$ cat src/rtl/spi_sd_pkg.sv
// spi_sd_pkg: shared frame-decoder types and constants for sd_spi_responder
package spi_sd_pkg;
    typedef enum logic [1:0] {HUNT, COLLECT, PENDING} frame_state_t;
    localparam int FRAME_BYTES = 6;
    localparam logic [1:0] START_PATTERN = 2'b01;
    function automatic logic is_start(input logic [7:0] b);
        return b[7:6] == START_PATTERN;
    endfunction
endpackage

$ cat src/rtl/spi_sync.sv
// spi_sync: multi-flop synchroniser for one asynchronous input bit
// i_clk/i_rst: sampling clock and sync active-high reset (loads RST_VAL)
// i_d: asynchronous input; o_q: synchronised output
module spi_sync #(
    parameter int   STAGES  = 2,
    parameter logic RST_VAL = 1'b0
) (
    input  logic i_clk,
    input  logic i_rst,
    input  logic i_d,
    output logic o_q
);
    logic [STAGES-1:0] r_sh;
    always_ff @(posedge i_clk)
        r_sh <= i_rst ? {STAGES{RST_VAL}} : {r_sh[STAGES-2:0], i_d};
    assign o_q = r_sh[STAGES-1];
endmodule

$ cat src/rtl/sd_spi_responder.sv
// sd_spi_responder: SPI mode-0 SD-card responder with command-frame decoder
// CLKX4/RESET: system clock and sync active-high reset
// SCLK/MOSI/nSDCS: asynchronous SPI inputs; MISO/MISO_OE: serial reply and drive enable
// RX_DATA/RX_STROBE: last received byte; CMD_*: decoded 6-byte command frame
// RSP_DATA/RSP_VALID/RSP_READY: single-entry reply holding register
// FRAME_ERR/OVERRUN: error pulses
module sd_spi_responder
    import spi_sd_pkg::*;
#(
    parameter int          SYNC_STAGES = 2,
    parameter logic [7:0]  IDLE_BYTE   = 8'hFF
) (
    input  logic        CLKX4,
    input  logic        RESET,
    input  logic        SCLK,
    input  logic        MOSI,
    input  logic        nSDCS,
    output logic        MISO,
    output logic        MISO_OE,
    output logic [7:0]  RX_DATA,
    output logic        RX_STROBE,
    output logic        CMD_VALID,
    output logic [5:0]  CMD_INDEX,
    output logic [31:0] CMD_ARG,
    output logic [6:0]  CMD_CRC,
    input  logic        CMD_ACK,
    input  logic [7:0]  RSP_DATA,
    input  logic        RSP_VALID,
    output logic        RSP_READY,
    output logic        FRAME_ERR,
    output logic        OVERRUN
);
    localparam logic [2:0] LAST_BYTE = 3'(FRAME_BYTES - 1);

    logic         w_sclk, w_mosi, w_ncs, w_rise, w_fall, w_byte_done, w_tx_load;
    logic [7:0]   w_byte;
    logic         r_sclk_d, r_ncs_d, r_hold_full;
    logic [2:0]   r_bitcnt, r_bytecnt;
    logic [6:0]   r_shift;
    logic [7:0]   r_tx, r_hold;
    logic [37:0]  r_frame;
    frame_state_t r_state;

    spi_sync #(.STAGES(SYNC_STAGES), .RST_VAL(1'b0)) u_sync_sclk (.i_clk(CLKX4), .i_rst(RESET), .i_d(SCLK),  .o_q(w_sclk));
    spi_sync #(.STAGES(SYNC_STAGES), .RST_VAL(1'b1)) u_sync_mosi (.i_clk(CLKX4), .i_rst(RESET), .i_d(MOSI),  .o_q(w_mosi));
    spi_sync #(.STAGES(SYNC_STAGES), .RST_VAL(1'b1)) u_sync_ncs  (.i_clk(CLKX4), .i_rst(RESET), .i_d(nSDCS), .o_q(w_ncs));

    assign w_rise      = w_sclk & ~r_sclk_d;
    assign w_fall      = ~w_sclk & r_sclk_d;
    assign w_byte      = {r_shift, w_mosi};
    assign w_byte_done = w_rise & ~w_ncs & (r_bitcnt == 3'd7);
    assign w_tx_load   = w_byte_done | (~w_ncs & r_ncs_d);
    assign MISO_OE     = ~w_ncs;
    assign MISO        = w_ncs | r_tx[7];
    assign RSP_READY   = ~r_hold_full;

    always_ff @(posedge CLKX4) begin
        if (RESET) begin
            r_sclk_d    <= 1'b0;
            r_ncs_d     <= 1'b1;
            r_bitcnt    <= '0;
            r_shift     <= '0;
            RX_DATA     <= '0;
            RX_STROBE   <= 1'b0;
            r_tx        <= IDLE_BYTE;
            r_hold      <= '0;
            r_hold_full <= 1'b0;
        end else begin
            r_sclk_d  <= w_sclk;
            r_ncs_d   <= w_ncs;
            RX_STROBE <= w_byte_done;
            if (w_ncs) begin
                r_bitcnt <= '0;
                r_shift  <= '0;
            end else if (w_rise) begin
                r_bitcnt <= r_bitcnt + 3'd1;
                r_shift  <= w_byte[6:0];
            end
            if (w_byte_done)
                RX_DATA <= w_byte;
            // The fall right after a byte boundary must not shift: the freshly
            // loaded bit 7 is what the master samples on the next rise.
            if (w_tx_load)
                r_tx <= r_hold_full ? r_hold : IDLE_BYTE;
            else if (w_fall && !w_ncs && r_bitcnt != 3'd0)
                r_tx <= {r_tx[6:0], 1'b1};
            // Load into the transmitter sees the old holding contents; a new
            // offer in the same cycle then refills the holding register.
            if (w_tx_load)
                r_hold_full <= 1'b0;
            if (RSP_VALID && !r_hold_full) begin
                r_hold      <= RSP_DATA;
                r_hold_full <= 1'b1;
            end
        end
    end

    always_ff @(posedge CLKX4) begin
        if (RESET) begin
            r_state   <= HUNT;
            r_bytecnt <= '0;
            r_frame   <= '0;
            CMD_VALID <= 1'b0;
            CMD_INDEX <= '0;
            CMD_ARG   <= '0;
            CMD_CRC   <= '0;
            FRAME_ERR <= 1'b0;
            OVERRUN   <= 1'b0;
        end else begin
            FRAME_ERR <= 1'b0;
            OVERRUN   <= 1'b0;
            if (w_byte_done)
                r_frame <= {r_frame[29:0], w_byte};
            case (r_state)
                HUNT:
                    if (w_byte_done && is_start(w_byte)) begin
                        r_state   <= COLLECT;
                        r_bytecnt <= 3'd1;
                    end
                COLLECT:
                    if (w_ncs)
                        r_state <= HUNT;
                    else if (w_byte_done) begin
                        r_bytecnt <= r_bytecnt + 3'd1;
                        if (r_bytecnt == LAST_BYTE) begin
                            if (w_byte[0]) begin
                                r_state   <= PENDING;
                                CMD_VALID <= 1'b1;
                                CMD_INDEX <= r_frame[37:32];
                                CMD_ARG   <= r_frame[31:0];
                                CMD_CRC   <= w_byte[7:1];
                            end else begin
                                r_state   <= HUNT;
                                FRAME_ERR <= 1'b1;
                            end
                        end
                    end
                PENDING:
                    if (CMD_ACK) begin
                        r_state   <= HUNT;
                        CMD_VALID <= 1'b0;
                    end else if (w_byte_done && is_start(w_byte))
                        OVERRUN <= 1'b1;
                default:
                    r_state <= HUNT;
            endcase
        end
    end
endmodule

$ cat config.mk
export PLATFORM = sky130hd
export DESIGN_NAME = sd_spi_responder
export DESIGN_NICKNAME = d
export VERILOG_FILES = /design/src/rtl/spi_sd_pkg.sv /design/src/rtl/spi_sync.sv /design/src/rtl/sd_spi_responder.sv
export SDC_FILE = /design/constraint.sdc
export NUM_CORES = 1
export LEC_CHECK = 0
export ABC_AREA = 1
export CAP_MARGIN = 10
export CORE_MARGIN = 2
export CORE_UTILIZATION = 58
export DETAILED_ROUTE_END_ITERATION = 12
export PLACE_DENSITY = 0.82
export SYNTH_ARGS = -nofsm -noshare
export SYNTH_HDL_FRONTEND = slang
export SYNTH_SLANG_ARGS = --single-unit
$ cat constraint.sdc
create_clock -name CLKX4 -period 4.48 [get_ports CLKX4]
set_input_delay 0.896 -clock CLKX4 [delete_from_list [all_inputs] [get_ports CLKX4]]
set_output_delay 0.896 -clock CLKX4 [all_outputs]
set_load 0.05 [all_outputs]
==> flow_summary_export.csv <==
group,metric,value,unit
routing,drtIter0Drc,258,
setup_path,required,3.58,ns
final_layout,num_antenna_cells,0,
run,maxCapViolations,0,
placed_design,dp_hpwl,7.134,mm
synth,async_flop_share,0,
global_route,grt_use_total,0.2468,
setup_path,cp-startpoint,"u_sync_ncs.r_sh[1]$_SDFF_PP1_",
pwr,power_density,408.6,mW/mm²
global_route,grt_pass1_wl,18.94,mm
sta,period_share,0.6242,
synth,syn_avg_cell_area,7.639,µm²
synth,synth_cell_types,26,
setup_path,crit_buf_inv,1,
floorplanning,die_y,96.74,µm
setup_path,slowest_delay,0.79,ns
final_layout,area_growth,24.98,%
sta,setup_viol,0,
synth,yosys.area.top_type,"dfxtp_1",
synth,synth_edf_count,0,
clock_network,insertion_delay,0.51,ns
sta,min_period,2.796,ns
pwr,p_leak,2.562,nW
global_route,antenna_found_initial,0,
sta,fin_tns_setup,0,ns
synth,synth_most_common_cell,"nor2_1",
routing,wl_per_cell,13.80,µm
clock_network,clkSinkCount,127,
synth,ys_top_cells_by_count,"nor2_1, dfxtp_1, nand2_1",
setup_path,cp_top_family,"buffers and inverters",
final_layout,fill_cells,604,
clock_network,root_buffer,"clkbuf_8",
global_route,grt.overflow.total,0,
floorplanning,start_util,0.6041,
synth,postSynthCellCount,653,
sta,drv_slew,0,
floorplanning,die-area,0.009359,mm²
sta,fin_ws,1.684,ns
setup_path,cp_slowest_cell,"clkdlybuf4s50_1",
sta,skew,0.01068,ns
routing,vias_per_cell,5.309,
routing,num_vias,4385,
clock_network,cts_tree,"done",
clock_network,cts.clk_slew.worst_paths,0.06,ns
global_route,first_global_vias,4129,
setup_path,rr_startpoint,"u_sync_sclk.r_sh[1]$_SDFF_PP0_",
clock_network,cts_setup_buffers,0,
floorplanning,row_count,33,
pwr,swShare,0.2218,
hold_path,holdCritStartpoint,"u_sync_mosi.r_sh[0]$_SDFF_PP1_",
pwr,power.internal,1.982,mW
sta,relSlewSlack,0.2126,
routing,drc,0,
synth,ys_warn_count,0,
setup_path,cp.arrival,1.90,ns
clock_network,cts.htree.levels,4,
setup_path,critical_path_peak_fanout,6,
clock_network,cts_made_buffers,17,
synth,seq_area_frac_synth,0.5097,
run_status,status,"finished, final reports clean",
global_route,grt_max_degree,53,
clock_network,cts_buffer_depth,2,
synth,syn_nets,673,
final_layout,multi_input_area,0.001978,mm²
clock_network,hold_buffers,0,
synth,yosysTopAreaCellShare,0.5097,
sta,hold_violations,0,
pwr,combPwrFrac,0.034,
sta,rsz0062_at_grt,"no",
sta,max_freq,357.6,MHz
placed_design,portBuffers,74,
pwr,pwr-share-seq,0.452,
routing,wl,11.40,mm
pwr,peakVddDrop,0.0002891,V
floorplanning,ios,75,
sta,worst_slew_pin_slew,1.180,ns
final_layout,regArea,0.002542,mm²
clock_network,ctsResizeCount,0,
hold_path,hold_path_class,"flop to flop",
routing,antenna_left,0,
setup_path,crit_chain,"or2_2 > clkdlybuf4s50_1",
placed_design,pre_cts_ws,1.417,ns
floorplanning,core_area,0.008258,mm²
setup_path,critPathLaunchType,"flop",
synth,netlist_area,0.004989,mm²
synth,synth_ff_type,"dfxtp_1",
final_layout,final_nets,728,
pwr,power.switching,564.9,µW
final_layout,layout-drive-gt1-share,0.07490,
setup_path,critPathCaptureType,"output pin",
floorplanning,fp.dieW,96.74,µm
setup_path,crit_type,"flop to output pin",
pwr,power.clock.fraction,0.514,
routing,dr.pass1.iters,6,
placed_design,gp_congestion,0.8613,
synth,ys_seq_elements,127,
synth,ys_top_cells_by_area,"dfxtp_1, nor2_1, o21ai_0",
-- placed cells by master, fill, tap and decap left out, drive strengths merged, types with 3 or more instances in the layout --
master         count
buf                4
dfxtp            127
clkinv             6
clkinvlp           4
o21ai             76
nand2             84
a21oi             41
or2                5
ha                 5
clkdlybuf4s50     74
clkbuf            19
nor3               3
nor2             138
nand3b            18
inv               65
nand3             47
-- metrics by stage --
stage	hold WS [ns]	util	power [mW]	cell area (µm²)	cells
after floorplan	0.3883	-	1.231	4989	653
after global placement	0.3962	0.6858	1.258	5663	794
after detailed placement	0.3985	0.6858	1.261	5663	794
after CTS	0.4118	0.7550	2.561	6235	826
after global routing	0.4277	0.7550	2.629	6235	826
final	0.4106	0.7550	2.547	6235	826
-- power groups by stage --
stage	logic (mW)	registers [mW]	clock network, mW
final	0.0869	1.15	1.31
after global routing	0.0991	1.15	1.38
after CTS	0.0870	1.15	1.32
after detailed placement	0.0859	1.18	0
after global placement	0.0832	1.17	0
after floorplan	0.0584	1.17	0
-- flip-flops by register name, summed over array words and instances (netlist names) --
register,cells
CMD_ARG,32
CMD_CRC,7
CMD_INDEX,6
CMD_VALID,1
FRAME_ERR,1
OVERRUN,1
RX_DATA,7
RX_STROBE,1
r_bitcnt,3
r_bytecnt,3
r_frame,31
r_hold,8
r_hold_full,1
r_ncs_d,1
r_sclk_d,1
r_shift,7
r_state,2
r_tx,8
u_sync_mosi.r_sh,2
u_sync_ncs.r_sh,2
u_sync_sclk.r_sh,2
-- final timing paths --
check | to | slack (ns) | depth (start not counted)
worst max-delay path | MISO | 1.68 | 2
worst min-delay path | u_sync_mosi.r_sh[1]$_SDFF_PP1_ | 0.41 | 1
worst max register to register | r_bytecnt[1]$_SDFFE_PP0P_ | 1.92 | 5
worst min register to register | u_sync_mosi.r_sh[1]$_SDFF_PP1_ | 0.41 | 1
-- per-layer routing --
layer	vias to the layer above	GRT usage	wire, µm	share of wire
met5	-	0	0	0
met4	0	0.07151	97	0.0085
met3	12	0.08020	624	0.055
met2	126	0.4290	5800	0.51
met1	2064	0.2913	4872	0.43
li1	2183	-	-	-
-- area by class of cell --
class / count / share of cell area
clock buffers: 19 / 0.06924
clock inverters: 13 / 0.02248
inverters: 64 / 0.03853
multi-input cells: 420 / 0.3173
flip-flops and latches: 127 / 0.4078
well taps: 105 / 0.02107
repair buffers: 78 / 0.1236
-- kinds of logic (layout without fill, tap and decap cells) --
group                      Yosys count  in the layout  synth area share
DFF                                127            127            0.5097
AOI/OAI and AO/OA                  118            118            0.1189
and+or+nand+nor                    297            297            0.2651
adders and majority gates            5              5           0.01254
buffers and inverters              106            174           0.09381
Note: power is estimated with default switching activity, not from simulation.
